**config.mk**
```make
export PLATFORM = sky130hd
export DESIGN_NAME = jk_ff_driver
export DESIGN_NICKNAME = d
export VERILOG_FILES = /design/src/rtl/jk_ff_driver.sv
export SDC_FILE = /design/constraint.sdc
export NUM_CORES = 1
export LEC_CHECK = 0
export CAP_MARGIN = 25
export CELL_PAD_IN_SITES_DETAIL_PLACEMENT = 0
export CELL_PAD_IN_SITES_GLOBAL_PLACEMENT = 1
export CORE_MARGIN = 4
export CORE_UTILIZATION = 24
export CTS_BUF_LIST = sky130_fd_sc_hd__clkbuf_8
export DETAILED_ROUTE_END_ITERATION = 16
export HOLD_SLACK_MARGIN = 0.12
export PLACE_DENSITY = 0.6
export RECOVER_POWER = 100
export SETUP_SLACK_MARGIN = 0.05
export SYNTH_ARGS = -nofsm -noshare
export SYNTH_HDL_FRONTEND = slang
export SYNTH_SLANG_ARGS = --single-unit
```
**constraint.sdc**
```tcl
create_clock -name clk -period 7.35 [get_ports clk]
set_input_delay 2.205 -clock clk [delete_from_list [all_inputs] [get_ports clk]]
set_output_delay 2.205 -clock clk [all_outputs]
set_load 0.01 [all_outputs]
```
**src/rtl/jk_ff_driver.sv**
```systemverilog
// jk_ff_driver
// Drives the J/K inputs of WIDTH external JK flip-flops so that their Q outputs
// follow a stream of target words. Words are queued in a small FIFO. Each word is
// excitation-encoded against the current Q, applied for exactly one clock, and then
// checked against the Q feedback. Mismatches pulse err and are counted (saturating).
module jk_ff_driver #(
   parameter int WIDTH    = 4,
   parameter int DEPTH    = 4,
   parameter bit ENC_MODE = 1'b0
) (
   input  logic             clk,
   input  logic             rst,
   input  logic             in_valid,
   output logic             in_ready,
   input  logic [WIDTH-1:0] in_data,
   output logic [WIDTH-1:0] J,
   output logic [WIDTH-1:0] K,
   input  logic [WIDTH-1:0] Q,
   output logic             busy,
   output logic             err,
   output logic [7:0]       err_count
);

   localparam int PTR_W = $clog2(DEPTH);
   localparam int CNT_W = PTR_W + 1;

   // IDLE waits for a word, DRIVE presents J/K for one clock, CHECK compares Q.
   typedef enum logic [1:0] {
      S_IDLE  = 2'd0,
      S_DRIVE = 2'd1,
      S_CHECK = 2'd2
   } state_t;

   // ---------------------------------------------------------------------------
   // Target FIFO
   // ---------------------------------------------------------------------------
   logic [WIDTH-1:0] r_mem [DEPTH];
   logic [PTR_W-1:0] r_wr_ptr;
   logic [PTR_W-1:0] r_rd_ptr;
   logic [CNT_W-1:0] r_count;
   logic             w_full;
   logic             w_empty;
   logic             w_push;
   logic             w_pop;
   logic [WIDTH-1:0] w_head;

   // ---------------------------------------------------------------------------
   // Sequencer and datapath
   // ---------------------------------------------------------------------------
   state_t           r_state;
   state_t           w_state_nxt;
   logic [WIDTH-1:0] r_tgt;
   logic [WIDTH-1:0] r_j;
   logic [WIDTH-1:0] r_k;
   logic [WIDTH-1:0] w_enc_j;
   logic [WIDTH-1:0] w_enc_k;
   logic [WIDTH-1:0] w_fill;
   logic             w_mismatch;
   logic             r_err;
   logic [7:0]       r_err_count;

   assign w_full   = (r_count == CNT_W'(DEPTH));
   assign w_empty  = (r_count == '0);
   // Ready is masked by reset so a word offered during reset is never captured.
   assign in_ready = ~w_full & ~rst;
   assign w_push   = in_valid & in_ready;
   assign w_head   = r_mem[r_rd_ptr];

   // Store incoming words at the tail.
   // NOTE: storage has no reset; an entry is only read after it has been written,
   // and leaving it out of reset lets it map onto plain RAM/register cells.
   always_ff @(posedge clk) begin
      if (w_push) begin
         r_mem[r_wr_ptr] <= in_data;
      end
   end

   // Advance pointers and occupancy; a simultaneous push and pop leaves the count as is.
   // NOTE: sequential state is always assigned with <= so every flop samples the
   // pre-edge values of its neighbours, independent of block evaluation order.
   always_ff @(posedge clk) begin
      if (rst) begin
         r_wr_ptr <= '0;
         r_rd_ptr <= '0;
         r_count  <= '0;
      end else begin
         if (w_push) begin
            r_wr_ptr <= r_wr_ptr + PTR_W'(1);
         end
         if (w_pop) begin
            r_rd_ptr <= r_rd_ptr + PTR_W'(1);
         end
         case ({w_push, w_pop})
            2'b10:   r_count <= r_count + CNT_W'(1);
            2'b01:   r_count <= r_count - CNT_W'(1);
            default: r_count <= r_count;
         endcase
      end
   end

   // ---------------------------------------------------------------------------
   // Excitation encoding of the FIFO head against the live Q.
   // A bit that already matches gets J=K=0 (hold). A bit that must rise gets J=1
   // and a bit that must fall gets K=1; the other input is the don't-care, filled
   // with 0 (pure set/reset) or 1 (toggle) depending on ENC_MODE.
   // ---------------------------------------------------------------------------
   assign w_fill  = {WIDTH{ENC_MODE}};
   assign w_enc_j = (~Q & w_head) | (w_fill &  Q & ~w_head);
   assign w_enc_k = ( Q & ~w_head) | (w_fill & ~Q &  w_head);

   // Q is only meaningful in CHECK: the flops sampled J/K on the edge that left DRIVE.
   assign w_mismatch = (r_state == S_CHECK) && (Q != r_tgt);

   // State register.
   always_ff @(posedge clk) begin
      if (rst) begin
         r_state <= S_IDLE;
      end else begin
         r_state <= w_state_nxt;
      end
   end

   // Next-state and pop decision; a word is taken whenever the sequencer can accept
   // one (IDLE, or CHECK finishing the previous word) and the FIFO held it before the edge.
   // NOTE: every signal written here gets a default first, so no path leaves it
   // unassigned and no latch is inferred.
   always_comb begin
      w_state_nxt = r_state;
      w_pop       = 1'b0;
      case (r_state)
         S_IDLE: begin
            if (!w_empty) begin
               w_pop       = 1'b1;
               w_state_nxt = S_DRIVE;
            end
         end
         S_DRIVE: begin
            w_state_nxt = S_CHECK;
         end
         S_CHECK: begin
            if (!w_empty) begin
               w_pop       = 1'b1;
               w_state_nxt = S_DRIVE;
            end else begin
               w_state_nxt = S_IDLE;
            end
         end
         default: begin
            w_state_nxt = S_IDLE;
         end
      endcase
   end

   // J/K are nonzero only in the single cycle following a load, so the flops move
   // exactly once per word; reset forces them to 0 on the same edge so the flops hold.
   always_ff @(posedge clk) begin
      if (rst) begin
         r_j   <= '0;
         r_k   <= '0;
         r_tgt <= '0;
      end else if (w_pop) begin
         r_j   <= w_enc_j;
         r_k   <= w_enc_k;
         r_tgt <= w_head;
      end else begin
         r_j   <= '0;
         r_k   <= '0;
      end
   end

   // Error pulse for one cycle after a failed CHECK, plus a saturating mismatch count.
   always_ff @(posedge clk) begin
      if (rst) begin
         r_err       <= 1'b0;
         r_err_count <= 8'd0;
      end else begin
         r_err <= w_mismatch;
         if (w_mismatch && (r_err_count != 8'hFF)) begin
            r_err_count <= r_err_count + 8'd1;
         end
      end
   end

   assign J         = r_j;
   assign K         = r_k;
   assign err       = r_err;
   assign err_count = r_err_count;
   assign busy      = (r_state != S_IDLE) | ~w_empty;

endmodule
```
### Word level (Yosys, flattened, before mapping)

Memory sizes are Yosys's and may differ from the RTL's. A register that Yosys moved wholly into a read port is not among the register bits.
Cells that the tools add are included.

* input port bits: 11
* register bits: 30
* memories: 1
* memory bits (writable): 16
* bits in read-only memories: 0
* output and inout bits: 19
* latch bits: 0
* logic and storage cells: 52

Memories
* r_mem: words 4, bits a word 4, rd ports 1, clocked after memory_dff 1, wr ports 1, RTL line 37 `logic [WIDTH-1:0] r_mem [DEPTH];`

* shift-type cells: 0
* reduce and logical (&&, ||, !) cells: 8
* muxes and demuxes: 10
* div/mod/pow operators: 0
* $mul: 0
* bitwise logic cells: 11
* add/sub/neg operators: 5
* equality and inequality tests: 8
* order comparisons: 0

Operators with widths (number)
* 8-bit by 1-bit adder with 8-bit output, second input constant: 1
* 4-bit AND: 2
* 8-bit inequality test, second input constant: 1
* 4-bit NOT: 2
* 2-bit two-way mux: 3
* 2-bit case mux with 3 select lines: 1
* 3-bit case mux with 2 select lines: 1
* 1-bit two-way mux: 5
* 2-bit by 1-bit adder with 2-bit output, second input constant: 2
* 2-bit by 1-bit equality test with 1-bit output, second input constant: 2
* 2-bit equality test, second input constant: 2
* 4-bit inequality test: 1
* 1-bit NOT: 4
* 2-bit nonzero test: 2
* 2-bit OR reduction: 2
* 3-bit by 1-bit adder with 3-bit output, second input constant: 1
* 3-bit equality test, second input constant: 1
* 3-bit zero test: 1
* 3-bit by 1-bit subtractor with 3-bit output, second input constant: 1
* 1-bit AND: 2
* 1-bit logical AND: 2
* 2-bit zero test: 1
* 2-bit inequality test, second input constant: 1
* 1-bit OR: 1

### Depth between registers and ports, before layout

Gate-level depths: netlist (run 1).

* depth after elaboration: 6
* depth in mapped cells: 8
* mapped depth without buffers: 8

### Worst setup path before layout (run 1)

No wires, ideal clock.

* path type: input -> output
* start point: input port rst
* end point: output port in_ready
* data required time: 5.145 ns
* stages: 3
* data arrival time: 2.756 ns
* buffers on the path: 2
* path slack: 2.389 ns
* path through: buf_2 clkbuf_1 a21oi_1

* longest elaborated chain between the ends: 2

RTL lines
* from (decl): RTL line 12 `input logic rst,`
* 1-bit NOT: RTL line 65 `assign in_ready = ~w_full & ~rst;`
* 1-bit AND: RTL line 65
* to (decl): RTL line 14 `output logic in_ready,`

No other way between the ends.

### Worst setup path in the final report (run 1)

Same ends and word-level chain as after synthesis.

==> flow_summary_export.csv, run 1 <==
group,metric,value,unit
outcome,outcome,"completed",
floorplanning,dieArea,0.00982,sq mm
floorplanning,die_y,99.1,um
sta,clock.fmax,158,MHz
power_and_ir_drop,switch_share,31.4,%
clock_tree,cts_max_level,2,
finish,commonest_non_fill_non_tap_cell_in_the_layout,"sky130_fd_sc_hd__dfxtp_1",
routing,drt_pass_1_iters,4,
sta,hold_ws,443,ps
setup_path,criticalPathCategory,"primary input to primary output",
sta,finalSetupTns,0,ps
power_and_ir_drop,internal_power,515,uW
sta,worst_tran_pin_value,1110,ps
job,max-cap-violations,0,
synthesis,synth.yosys.warnings,0,
worst_hold_path,whs_path_depth,1,
sta,post-route-period-util,86.4,%
synthesis,synth.cell_area,0.00199,sq mm
grt,initial_antenna_violation_count,0,
power_and_ir_drop,clkPwrFrac,25.9,%
grt,grt_start_max_net_pins,26,
place,dpl.hpwl,2730,um
synthesis,synth_enable_flop_cells,16,
finish,net_total_in_the_final_layout,214,
clock_tree,number_of_buffers_on_the_longest_clock_path,2,
synthesis,synth_largest_type_area_fraction,32.2,%
sta,fin_skew,7.80,ps
place,gp_congestion,0.713,
synthesis,synth_area_per_cell,12.1,sq um
routing,drt-vias-per-instance,4.36,
power_and_ir_drop,power.leakage,0.932,nW
routing,wl_per_cell,12.7,um
finish,area.growth.synth_to_final,24.0,%
finish,layout-drive-gt1-share,7.61,%
synthesis,ys_top_cells_by_area,"sky130_fd_sc_hd__dfxtp_1, sky130_fd_sc_hd__edfxtp_1, sky130_fd_sc_hd__mux4_2",
setup_path,crit_path_end_kind,"primary output",
floorplanning,std_cell_rows,32,
synthesis,netlist-cell-type-count,39,
clock_tree,cts.sinks,48,
power_and_ir_drop,share_comb_of_total_power,27.7,%
sta,timing_max_transition_violations_final,0,
clock_tree,cts-root-buf,"sky130_fd_sc_hd__clkbuf_8",
floorplanning,placeable_core_region,0.00789,sq mm
floorplanning,die_x,99.1,um
grt,total_routing_usage_gr,8.09,%
floorplanning,start_util,25.2,%
setup_path,worst-path-max-fanout,25,
synthesis,post_synth_inst_count,164,
synthesis,synth_seq_cells,48,
setup_path,required,5140,ps
synthesis,synth_largest_area_cell,"sky130_fd_sc_hd__dfxtp_1",
power_and_ir_drop,netSwitchingPower,236,uW
floorplanning,num_io_pins,30,
clock_tree,number_of_buffers_inserted_by_hold_repair_at_cts,0,
worst_hold_path,hold_path_class,"flip-flop to flip-flop",
sta,report.final.hold_viol_count,0,
clock_tree,cts_tree,"done",
synthesis,postSynth.asyncResetShare,0,%
routing,total_number_of_vias,1305,
routing,drt_drc_violations_left,0,
routing,drt.antenna.violating_nets,0,
setup_path,rr_worst_depth,8,
clock_tree,cts.clk_slew.worst_paths,90,ps
place,port-buffer-count,29,
clock_tree,post-cts-setup-buffers,0,
finish,antennaDiodeCount,0,
grt,grt_first_pass_wirelength,6350,um
synthesis,seq_area_frac_synth,56.3,%
finish,mostFrequentLayoutCells,"sky130_fd_sc_hd__dfxtp_1, sky130_fd_sc_hd__dlygate4sd3_1, sky130_fd_sc_hd__edfxtp_1",
sta,timing.final.setup_violations,0,
routing,initialDrtViolationCount,28,
grt,grt_overflow_total,0,
routing,drt-total-wl,3810,um
clock_tree,tritoncts.num_buffers,5,
clock_tree,post_cts_resized,0,
sta,final.min_clock_period,6350,ps
sta,timing.max_slew.rel_slack,26.3,%
power_and_ir_drop,powerDensity,304,mW/mm^2
synthesis,synth.net_count,182,
sta,rsz0062_at_grt,"no",
synthesis,postSynth.topFlopCell,"sky130_fd_sc_hd__dfxtp_1",
setup_path,cp.arrival,4140,ps
clock_tree,clock_latency,300,ps
setup_path,critPathLaunchType,"primary input",
power_and_ir_drop,ir_drop_worst_vdd,0.0824,mV
grt,first_global_vias,1294,
power_and_ir_drop,pwr-share-seq,46.4,%
[registers in the layout, indices dropped and copies added (netlist names), named ones only]
signal	cells
r_mem	16
r_wr_ptr	2
r_state	2
K	4
err_count	8
r_tgt	4
err	1
r_rd_ptr	2
J	4
r_count	3
[cell families (layout without fill, tap and decap cells)]
logic type / after synthesis / count (layout) / share of synthesized area (%)
DFF: 48 / 48 / 56.3
AOI/OAI and AO/OA: 29 / 29 / 10.2
adders and majority gates: 7 / 7 / 4.78
muxes: 6 / 6 / 5.78
and+or+nand+nor: 51 / 51 / 15.5
xor gates and xnor gates: 9 / 9 / 3.96
buffers and inverters: 14 / 47 / 3.46
[path summary, 6_finish.rpt]
check,slack [ps],end,startpoint
worst max register to register,4660,r_count[2],r_count[0]
worst min register to register,440,r_state[1],r_state[1]
worst max-delay path,1000,in_ready,rst
worst min-delay path,440,r_state[1],r_state[1]
[synth_stat cells (2+ instances only)]
cell                       instances
sky130_fd_sc_hd__nor3b_1          10
sky130_fd_sc_hd__dfxtp_1          32
sky130_fd_sc_hd__buf_6             2
sky130_fd_sc_hd__clkbuf_1          3
sky130_fd_sc_hd__edfxtp_1         16
sky130_fd_sc_hd__nand4_1           3
sky130_fd_sc_hd__or3_1             2
sky130_fd_sc_hd__a21oi_1          10
sky130_fd_sc_hd__xnor2_1           4
sky130_fd_sc_hd__and2_1            4
sky130_fd_sc_hd__o31ai_1           3
sky130_fd_sc_hd__mux4_2            4
sky130_fd_sc_hd__nor2b_1           2
sky130_fd_sc_hd__ha_1              6
sky130_fd_sc_hd__or4_1             2
sky130_fd_sc_hd__nand3_1           3
sky130_fd_sc_hd__xor2_1            5
sky130_fd_sc_hd__inv_1             8
sky130_fd_sc_hd__nor2_1           11
sky130_fd_sc_hd__o21ai_0           7
sky130_fd_sc_hd__a41o_1            2
sky130_fd_sc_hd__nand2_1           8
[critical path: stages]
cell and delay (ps):
sky130_fd_sc_hd__dlygate4sd3_1 520, sky130_fd_sc_hd__clkbuf_1 820, sky130_fd_sc_hd__a21oi_1 70, sky130_fd_sc_hd__clkdlybuf4s50_1 530
[stage by stage]
stage	instance area, sq um	setup WS (ps)	cells	utilization (%)	total power [mW]
after global routing	2470	865	299	31.3	0.804
after CTS	2500	1620	299	31.7	0.776
after detailed placement	2380	1620	291	30.2	0.578
after global placement	2380	1630	291	30.2	0.576
after floorplan	1990	2390	164	-	0.506
final	2470	1000	299	31.3	0.751
[routing by layer]
metal | share of wire [%] | global-route usage [%]
met5 | 0 | 0
met1 | 48 | 10.1
met4 | 1.9 | 3.78
met2 | 46 | 13.0
met3 | 3.5 | 2.19
[area by class of cell]
cell class                 count  area (sq um)
fill                         813          5420
clock buffer                   5          68.8
sequential                    48          1120
tap                          102           128
timing repair buffer          31           298
inverter                       8          30.0
multi-input combinational    102           777
clock inverter                 3          46.3
[power by group through the flow]
stage | Clock, mW | Combinational [mW] | Sequential (mW)
6_report | 0.194 | 0.208 | 0.348
3_3_place_gp | 0 | 0.218 | 0.357
3_5_place_dp | 0 | 0.221 | 0.357
5_1_grt | 0.214 | 0.234 | 0.356
2_1_floorplan | 0 | 0.157 | 0.350
4_1_cts | 0.203 | 0.222 | 0.351
Power figures use the tool's default switching activity.
==> run 2: changes to the inputs <==
--- a/config.mk
+++ b/config.mk
@@ -5,7 +5,7 @@
 export SDC_FILE = /design/constraint.sdc
 export NUM_CORES = 1
 export LEC_CHECK = 0
-export CAP_MARGIN = 25
+export CAP_MARGIN = 20
 export CELL_PAD_IN_SITES_DETAIL_PLACEMENT = 0
 export CELL_PAD_IN_SITES_GLOBAL_PLACEMENT = 1
 export CORE_MARGIN = 4
==> results of run 2 <==
The final DEF is identical to that of run 1; final timing and power are the same.
==> run 3: changes to the inputs <==
--- a/config.mk
+++ b/config.mk
@@ -19,3 +19,4 @@
 export SYNTH_ARGS = -nofsm -noshare
 export SYNTH_HDL_FRONTEND = slang
 export SYNTH_SLANG_ARGS = --single-unit
+export TNS_END_PERCENT = 30
==> results of run 3 <==
The final DEF is identical to that of run 1; final timing and power are the same.
